$ cat src/rtl/mmm_nlp_pkg.sv
// Shared constants and record types for the NLP multiplier arbiter slice.
package mmm_nlp_pkg;

  localparam int unsigned MMM_IDW  = 90;
  localparam int unsigned MMM_ODW  = 181;
  localparam int unsigned MMM_LAT  = 3;
  localparam int unsigned MMM_NREQ = 4;

  function automatic int unsigned id_width(input int unsigned n);
    return (n > 1) ? $clog2(n) : 1;
  endfunction

  localparam int unsigned MMM_IDW_ID = id_width(MMM_NREQ);

  typedef struct packed {
    logic [MMM_IDW_ID-1:0] id;
    logic [MMM_ODW-1:0]    res;
  } rsp_t;

endpackage

$ cat src/rtl/mmm_nlp_rsp_fifo.sv
// Response FIFO: DEPTH entries of type T, registered pointers, empty/full/count status.
module mmm_nlp_rsp_fifo
  import mmm_nlp_pkg::*;
#(
  parameter int unsigned DEPTH = 8,
  parameter type         T     = rsp_t
) (
  input  logic                       clk_i,
  input  logic                       rst_ni,
  input  logic                       wr_i,
  input  T                           wdata_i,
  input  logic                       rd_i,
  output T                           rdata_o,
  output logic                       empty_o,
  output logic                       full_o,
  output logic [$clog2(DEPTH+1)-1:0] count_o
);

  localparam int unsigned AW = (DEPTH > 1) ? $clog2(DEPTH) : 1;
  localparam int unsigned CW = $clog2(DEPTH + 1);

  T              mem_q [DEPTH];
  logic [AW-1:0] wptr_q, wptr_d, rptr_q, rptr_d;
  logic [CW-1:0] cnt_q, cnt_d;
  logic          do_wr, do_rd;

  assign empty_o = (cnt_q == '0);
  assign full_o  = (cnt_q == CW'(DEPTH));
  assign count_o = cnt_q;
  assign do_wr   = wr_i && !full_o;
  assign do_rd   = rd_i && !empty_o;

  always_comb begin
    wptr_d = wptr_q;
    rptr_d = rptr_q;
    cnt_d  = cnt_q;
    if (do_wr) wptr_d = (wptr_q == AW'(DEPTH - 1)) ? '0 : wptr_q + AW'(1);
    if (do_rd) rptr_d = (rptr_q == AW'(DEPTH - 1)) ? '0 : rptr_q + AW'(1);
    if (do_wr && !do_rd)      cnt_d = cnt_q + CW'(1);
    else if (!do_wr && do_rd) cnt_d = cnt_q - CW'(1);
  end

  always_ff @(posedge clk_i or negedge rst_ni) begin
    if (!rst_ni) begin
      wptr_q <= '0;
      rptr_q <= '0;
      cnt_q  <= '0;
    end else begin
      wptr_q <= wptr_d;
      rptr_q <= rptr_d;
      cnt_q  <= cnt_d;
    end
  end

  always_ff @(posedge clk_i) begin
    if (do_wr) mem_q[wptr_q] <= wdata_i;
  end

  // Head reads as zero while empty so the response outputs are clean after reset.
  always_comb begin
    rdata_o = '0;
    if (!empty_o) rdata_o = mem_q[rptr_q];
  end

  overflow_a: assert property (@(posedge clk_i) disable iff (!rst_ni) !(wr_i && full_o));

endmodule

$ cat src/rtl/mmm_nlp_mul_arb.sv
// Round-robin issue arbiter for the shared 90-bit multiplier with credit-protected response FIFO.
// Optional statistics counters are enabled by defining MMM_NLP_ARB_STAT_EN.
module mmm_nlp_mul_arb
  import mmm_nlp_pkg::*;
#(
  parameter int unsigned IDW   = MMM_IDW,
  parameter int unsigned ODW   = MMM_ODW,
  parameter int unsigned NREQ  = MMM_NREQ,
  parameter int unsigned LAT   = MMM_LAT,
  parameter int unsigned DEPTH = 8
) (
  input  logic                        i_clk,
  input  logic                        i_rstn,
  input  logic [NREQ-1:0]             i_req_vld,
  output logic [NREQ-1:0]             o_req_rdy,
  input  logic [NREQ*IDW-1:0]         i_req_a,
  input  logic [NREQ*IDW-1:0]         i_req_b,
  input  logic [NREQ-1:0]             i_req_carry,
  output logic [IDW-1:0]              o_mul_a,
  output logic [IDW-1:0]              o_mul_b,
  output logic                        o_mul_carry,
  input  logic [ODW-1:0]              i_mul_res,
  output logic                        o_rsp_vld,
  input  logic                        i_rsp_rdy,
  output logic [id_width(NREQ)-1:0]   o_rsp_id,
  output logic [ODW-1:0]              o_rsp_res
`ifdef MMM_NLP_ARB_STAT_EN
  ,
  output logic [31:0]                 o_stat_issue,
  output logic [31:0]                 o_stat_stall
`endif
);

  localparam int unsigned IDW_ID = id_width(NREQ);
  localparam int unsigned CW     = $clog2(DEPTH + 1);

  typedef struct packed {
    logic              vld;
    logic [IDW_ID-1:0] id;
  } tag_t;

  typedef struct packed {
    logic [IDW_ID-1:0] id;
    logic [ODW-1:0]    res;
  } rec_t;

  logic [IDW-1:0]    req_a [NREQ];
  logic [IDW-1:0]    req_b [NREQ];
  logic [IDW_ID-1:0] ptr_q, ptr_d, win, cand;
  logic [CW-1:0]     cnt_q, cnt_d, fifo_cnt;
  logic              credit_ok, can_issue, found, hs, pop;
  logic              fifo_empty, fifo_full;
  tag_t              tag_q [LAT+1];
  rec_t              wr_rec, rd_rec;

  for (genvar g = 0; g < NREQ; g++) begin : g_unpack
    assign req_a[g] = i_req_a[g*IDW +: IDW];
    assign req_b[g] = i_req_b[g*IDW +: IDW];
  end

  assign credit_ok = (cnt_q < CW'(DEPTH));
  assign can_issue = i_rstn && credit_ok;

  // Search begins one past the last grant, so the previous winner has lowest priority.
  always_comb begin
    found     = 1'b0;
    win       = ptr_q;
    cand      = '0;
    o_req_rdy = '0;
    for (int unsigned k = 1; k <= NREQ; k++) begin
      cand = IDW_ID'((32'(ptr_q) + k) % NREQ);
      if (!found && i_req_vld[cand]) begin
        found = 1'b1;
        win   = cand;
      end
    end
    hs = found && can_issue;
    if (hs) o_req_rdy[win] = 1'b1;
  end

  assign pop = o_rsp_vld && i_rsp_rdy;

  always_comb begin
    ptr_d = hs ? win : ptr_q;
    cnt_d = cnt_q;
    if (hs && !pop)      cnt_d = cnt_q + CW'(1);
    else if (!hs && pop) cnt_d = cnt_q - CW'(1);
  end

  always_ff @(posedge i_clk or negedge i_rstn) begin
    if (!i_rstn) begin
      ptr_q       <= IDW_ID'(NREQ - 1);
      cnt_q       <= '0;
      o_mul_a     <= '0;
      o_mul_b     <= '0;
      o_mul_carry <= 1'b0;
      for (int unsigned s = 0; s <= LAT; s++) tag_q[s] <= '0;
    end else begin
      ptr_q <= ptr_d;
      cnt_q <= cnt_d;
      if (hs) begin
        o_mul_a     <= req_a[win];
        o_mul_b     <= req_b[win];
        o_mul_carry <= i_req_carry[win];
      end
      tag_q[0] <= '{vld: hs, id: win};
      for (int unsigned s = 1; s <= LAT; s++) tag_q[s] <= tag_q[s-1];
    end
  end

  assign wr_rec = '{id: tag_q[LAT].id, res: i_mul_res};

  mmm_nlp_rsp_fifo #(
    .DEPTH (DEPTH),
    .T     (rec_t)
  ) u_rsp_fifo (
    .clk_i   (i_clk),
    .rst_ni  (i_rstn),
    .wr_i    (tag_q[LAT].vld),
    .wdata_i (wr_rec),
    .rd_i    (pop),
    .rdata_o (rd_rec),
    .empty_o (fifo_empty),
    .full_o  (fifo_full),
    .count_o (fifo_cnt)
  );

  assign o_rsp_vld = !fifo_empty;
  assign o_rsp_id  = rd_rec.id;
  assign o_rsp_res = rd_rec.res;

  credit_cover_a: assert property (@(posedge i_clk) disable iff (!i_rstn) fifo_cnt <= cnt_q);
  credit_full_a:  assert property (@(posedge i_clk) disable iff (!i_rstn)
                                   fifo_full |-> (cnt_q == CW'(DEPTH)));

`ifdef MMM_NLP_ARB_STAT_EN
  always_ff @(posedge i_clk or negedge i_rstn) begin
    if (!i_rstn) begin
      o_stat_issue <= '0;
      o_stat_stall <= '0;
    end else begin
      o_stat_issue <= o_stat_issue + 32'(hs);
      o_stat_stall <= o_stat_stall + 32'((|i_req_vld) && !credit_ok);
    end
  end
`endif

endmodule

$ cat config.mk
export PLATFORM = sky130hd
export DESIGN_NAME = mmm_nlp_mul_arb
export DESIGN_NICKNAME = d
export VERILOG_FILES = /design/src/rtl/mmm_nlp_pkg.sv /design/src/rtl/mmm_nlp_rsp_fifo.sv /design/src/rtl/mmm_nlp_mul_arb.sv
export SDC_FILE = /design/constraint.sdc
export NUM_CORES = 2
export LEC_CHECK = 0
export ABC_AREA = 1
export BUFFER_PORTS_ARGS = -buffer_cell sky130_fd_sc_hd__buf_2
export CAP_MARGIN = 20
export CORE_AREA = 2 2 492 494
export CTS_CLUSTER_SIZE = 8
export DETAILED_ROUTE_END_ITERATION = 16
export DIE_AREA = 0 0 494 496
export HOLD_SLACK_MARGIN = 0.03
export MAX_ROUTING_LAYER = met4
export PLACE_DENSITY = 0.62
export SLEW_MARGIN = 20
export SYNTH_ARGS = -nofsm -noshare
export SYNTH_HDL_FRONTEND = slang
export SYNTH_HIERARCHICAL = 1
export SYNTH_SLANG_ARGS = --single-unit
export TNS_END_PERCENT = 50
$ cat constraint.sdc
create_clock -name i_clk -period 11 [get_ports i_clk]
set_input_delay 0.55 -clock i_clk [delete_from_list [all_inputs] [get_ports i_clk]]
set_output_delay 0.55 -clock i_clk [all_outputs]
set_load 0.01 [all_outputs]
# Word level (Yosys, flattened, before mapping)
# Memories as Yosys holds them, arrays and structs flattened.
# Index checks and enable logic that the tools add are counted.
# totals
word_cells	100
n_memories	1
in_bits	912
ram_bits	1464
ff_bits	209
# memory_table
name	words	word_bits	read_ports	rd_ports_with_merged_regs	wr	line_no	source
u_rsp_fifo.mem_q	8	183	1	0	1	mmm_nlp_rsp_fifo.sv:22	T mem_q [DEPTH];
# classes
order_cmp	8
n_eq_ne	3
bitwise	1
n_mux	36
add_sub_neg	10
reduce_logical	25
# op_table
cell	count
binary-select mux 90 bit (select 2 bit)	2
2-to-1 mux 90 bit	4
2-to-1 mux 183 bit	1
2-to-1 mux 4 bit	5
less-than comparator 2 x 3 -> 1 bit, second input constant	5
logical AND 1 bit	13
2-to-1 mux 1 bit	12
binary-select mux 1 bit (select 2 bit)	5
logical NOT 1 bit	9
adder 4 x 1 -> 4 bit, second input constant	2
2-to-1 mux 2 bit	4
subtractor 4 x 1 -> 4 bit, second input constant	2
adder 3 x 1 -> 3 bit, second input constant	2
== test 3 bit, second input constant	2
2-to-1 mux 3 bit	2
adder 2 x 1 -> 2 bit, second input constant	2
adder 2 bit, second input constant	2
== test 4 bit, second input constant	1
logical NOT 4 bit	1
less-than comparator 4 bit, second input constant	1
nonzero test 2 bit	2
>= comparator 3 bit, second input constant	1
inverter 2 -> 3 bit	1
demux 1 bit (select 2 bit)	1
>= comparator 2 x 1 -> 1 bit, second input constant	1

# Logic depth before layout (Yosys ltp)
# depth
ltp_word	18
ltp_mapped	18
ltp_nobuf	17

# By module
# The synthesis kept the hierarchy.
# modules_own_cells
mod	area_each_um2	instances	cells_per_inst
mmm_nlp_rsp_fifo	64371.7	1	6429
mmm_nlp_mul_arb	14317.5	1	2472

# Worst setup path before layout
# OpenSTA, ideal clock, no wires.
# synth_path
kind	register to register
from	register u_rsp_fifo.cnt_q[0], in the netlist u_rsp_fifo/count_o[0]
to	memory u_rsp_fifo/mem_q[0][0] (netlist name), enable pin
period_less_slack_ns	9.141
n_path_buf	0
setup_slack_ns	1.859
required_ns	10.271
setup_ns	0.729
arrival_time_ns	8.413
path_stages_with_launch	7
cell_sequence	dfrtp_1 > nor2_1 > nand3_1 > nand2_1 > clkinv_1 > nand2_1 > nor2_1
# synth_via
elab_chain_len	5
# synth_rtl
element	line_no	source
from (decl)	mmm_nlp_rsp_fifo.sv:24	logic [CW-1:0] cnt_q, cnt_d;
from (signal assigned)	mmm_nlp_rsp_fifo.sv:51	cnt_q <= cnt_d;
== test 4 bit	mmm_nlp_rsp_fifo.sv:28	assign full_o = (cnt_q == CW'(DEPTH));
logical NOT 1 bit	mmm_nlp_rsp_fifo.sv:30	assign do_wr = wr_i && !full_o;
logical AND 1 bit	mmm_nlp_rsp_fifo.sv:30	
via u_rsp_fifo.do_wr	mmm_nlp_rsp_fifo.sv:25	logic do_wr, do_rd;
2-to-1 mux 1 bit	mmm_nlp_rsp_fifo.sv:56	if (do_wr) mem_q[wptr_q] <= wdata_i;
2-to-1 mux 1 bit (implied by the code)	mmm_nlp_rsp_fifo.sv:56	
to (decl)	mmm_nlp_rsp_fifo.sv:22	
# The timed path passes the listed nets, and every way through them passes these cells.

# Final worst setup path
# layout_path
from	register ptr_q[0]
to	register o_mul_b[47]
# layout_via
elab_chain_len	17
word_cells_on_any_way	31
# layout_rtl
element	line_no	source
from (decl)	mmm_nlp_mul_arb.sv:49	logic [IDW_ID-1:0] ptr_q, ptr_d, win, cand;
from (signal assigned)	mmm_nlp_mul_arb.sv:92	ptr_q <= IDW_ID'(NREQ - 1);
from (signal assigned)	mmm_nlp_mul_arb.sv:99	ptr_q <= ptr_d;
adder 2 x 1 -> 2 bit	mmm_nlp_mul_arb.sv:71	cand = IDW_ID'((32'(ptr_q) + k) % NREQ);
binary-select mux 1 bit (select 2 bit)	mmm_nlp_mul_arb.sv:72	if (!found && i_req_vld[cand]) begin
2-to-1 mux 1 bit (implied by the code)	mmm_nlp_mul_arb.sv:72	
2-to-1 mux 1 bit	mmm_nlp_mul_arb.sv:72	
logical NOT 1 bit	mmm_nlp_mul_arb.sv:72	
logical AND 1 bit	mmm_nlp_mul_arb.sv:72	
2-to-1 mux 1 bit	mmm_nlp_mul_arb.sv:72	
logical NOT 1 bit	mmm_nlp_mul_arb.sv:72	
logical AND 1 bit	mmm_nlp_mul_arb.sv:72	
2-to-1 mux 1 bit	mmm_nlp_mul_arb.sv:72	
logical NOT 1 bit	mmm_nlp_mul_arb.sv:72	
logical AND 1 bit	mmm_nlp_mul_arb.sv:72	
2-to-1 mux 2 bit	mmm_nlp_mul_arb.sv:72	
inverter 2 -> 3 bit (implied by the code)	mmm_nlp_mul_arb.sv:103	o_mul_b <= req_b[win];
binary-select mux 90 bit (select 2 bit)	mmm_nlp_mul_arb.sv:103	
2-to-1 mux 90 bit (implied by the code) (2 in series)	mmm_nlp_mul_arb.sv:103	
to (signal assigned)	mmm_nlp_mul_arb.sv:103	
to (decl)	mmm_nlp_mul_arb.sv:20	output logic [IDW-1:0] o_mul_b,
# Parallel ways exist; a longest one is shown, timed or not. The select of a mux whose other input is x is not followed.
# A chain may end at the register's enable or synchronous reset.

==> key figures <==
Status
  – Status: completed

Critical path
  – Reg2reg path depth: 17
  – Endpoint type of the worst setup path: register
  – Kind of critical path: reg2reg
  – Reg2reg start: ptr_q[0]
  – Req. time, crit path: between 10 and 15 ns
  – Startpoint type of the worst setup path: register
  – CP max FO: ~150
  – Crit path DAT: between 6 and 7 ns
  – Reg2reg setup slack: 5.32 ns
  – R2R Path End: o_mul_b[47]

Timing
  – Final min period: 5.68 ns
  – RSZ-0062 raised after global routing: no
  – Tcrit/Tclk final: approximately half
  – Max_slew headroom: roughly 15%
  – Layout Skew: ~0.094 ns
  – Final worst setup slack: roughly 5.3 ns
  – Hold Slack: 0.0964 ns
  – Worst slew pin tran: 1.28 ns
  – Final Hold Viols: 0
  – Setup_tns: 0 ns
  – Final setup violation count: 0
  – Fmax: ~180 MHz
  – Slew Viols, Final: 0

Logic synthesis
  – Mapped cell area: just under 80,000 sq um
  – Mean post-synth cell area: just under 9 sq um
  – Post-Syn Nets: just under 10,000
  – Warnings, synthesis: 6
  – Post-Syn Instances: roughly 9,000

Clock network
  – H-tree Lvls: 4
  – TritonCTS buffer count: roughly 230
  – Clk sinks: between 1,500 and 2,000
  – Root Driver: clkbuf_16
  – Clock Latency Late Sink: 0.91 ns
  – Clock slew at reported path FFs: roughly 0.06 ns
  – Post-CTS Setup Bufs: 0
  – Clk buf depth: 3
  – CTS tree: done

Power
  – Psw: 13.6 mW
  – Sw Ratio: roughly 47%
  – P_leak: 47.7 nW
  – Internal power: ~16 mW
  – Gate power share: roughly half
  – PD cells: 297 nW/um^2
  – Sequential fraction of design power: roughly 29%
  – Pwr Total: between 20 and 30 mW
  – IR drop worst, VDD: between 0.0003 and 0.0004 V
  – Clock share of power: between 20% and 30%

Finish
  – Most frequent cells in the layout: nand2_1, inv_1, edfxtp_1, nand3_1, buf_2
  – Number of fill cells: approximately 23,000
  – Area of the multi-input gates: 21,200 sq um
  – Area growth syn-to-layout: 25.0%
  – FF+latch area: ~49,000 sq um
  – Most common cell after layout, fill and taps aside: nand2_1
  – Share of post-route cells with drive strength above 1: between 10% and 20%
  – Nets: 11,300

Route
  – ANT nets after route: 0
  – Final wirelength: 338,000 um
  – DR WL/cell: ~24 um
  – Routed vias: about 65,000
  – DR iter-0 viols: 6,243
  – Via density: about 4.7
  – DRC: 0
  – TritonRoute pass-1 iters: 6

GRT
  – Vias in the first global route: about 60,000
  – Total congestion overflow: 0
  – Initial antenna violation count: roughly 160
  – Global-route wire length before repair: between 400,000 and 500,000 um
  – Largest net degree at the start of global routing: 220
  – Gr usage total: between 20 and 30%

Placement
  – Dpl hpwl: ~230,000 um
  – Post-Place Setup Slack: about 6.5 ns
  – IO Port Bufs: ~1,300
  – GPL Wtd Cong: 1.09

Floorplanning
  – Boundary pin count: 1,281
  – FP Rows: 180
  – Die X: between 400 and 500 um
  – DIE AREA: approximately 250,000 sq um
  – Area of the core: around 240,000 sq um
  – Height of the chip: approximately 500 um
  – Initial Utilization: approximately a third

Min path
  – Min-Delay Path Class: in2reg
  – WHS Endpoint: o_mul_a[54]
  – Worst hold start: i_req_a[54]
  – Hold Path Depth: 5

Flow run
  – Max_cap viols: 0
how the worst max path moves through the flow:
stage                     startpoint                      to  cells past startpoint
6_report                    ptr_q[0]             o_mul_b[47]                     17
5_1_grt                     ptr_q[0]             o_mul_b[12]                     17
4_1_cts         u_rsp_fifo/rptr_q[0]          o_rsp_res[120]                      9
3_5_place_dp    u_rsp_fifo/rptr_q[0]          o_rsp_res[120]                      9
3_3_place_gp    u_rsp_fifo/rptr_q[0]          o_rsp_res[111]                      9
2_1_floorplan  u_rsp_fifo/count_o[0]  u_rsp_fifo/mem_q[0][0]                      6
flip-flops by register name, indices dropped and copies added, names as in the netlist:
register            flops
u_rsp_fifo/mem_q     1464
o_mul_a                90
u_rsp_fifo/rptr_q       3
u_rsp_fifo/wptr_q       3
o_mul_carry             1
ptr_q                   2
tag_q                  12
o_mul_b                90
u_rsp_fifo/count_o      4
cnt_q                   4
per-stage QoR:
stage,util [%],std cells,area (sq um)
after floorplan,-,8900,78700
after global placement,36.6,13000,87700
after detailed placement,36.6,13000,87700
after CTS,40.9,13700,98000
after global routing,41.0,13800,98300
final,41.1,13800,98400
power groups by stage:
stage | Combinational [mW] | Clock (mW) | Sequential (mW)
floorplan | 7.69 | 0 | 8.50
global placement | 13.4 | 0 | 8.53
detailed placement | 13.3 | 0 | 8.53
CTS | 14.0 | 6.67 | 8.42
global route | 15.3 | 6.92 | 8.49
finish | 14.2 | 6.54 | 8.44
routing by layer:
layer  vias up  routed length (um)  GRT usage (%)
met5         -                   0              -
met4         0               23300           15.9
met3       670               30800           8.65
met2      2658              152000           41.6
met1     30700              132000           32.3
li1      30800                   -              -
worst max-delay path: stages (launching register included):
cell and delay, ns:
dfstp_2 0.71, inv_2 0.16, nand2_1 0.10, nand2_1 0.08
nand2_1 0.13, nand2_2 0.09, inv_2 0.11, nand2_1 0.10
nand2_4 0.44, nand2_8 0.48, inv_8 0.67, buf_12 0.49
nand2_1 0.15, nand2_1 0.12, dlygate4sd3_1 0.59, nand2_1 0.06
nand3_1 0.10, dlygate4sd3_1 0.55
final cells by class:
type                            instances  area share (%)
Timing Repair Buffer                 1742            11.1
Clock buffer                          286            6.12
Tap cell                             3185            4.05
Inverter                             1624            6.22
Multi-Input combinational cell       5132            21.6
Sequential cell                      1673            50.0
Clock inverter                         22           0.499
Antenna cell                          162           0.412
repair_timing:
action / 4_1_cts / 5_1_grt
hold buffers: 380 / 0
hold endpoints to repair: 1621 / 0
gates resized for setup: 0 / 0
Note: power is estimated with default switching activity, not from simulation.
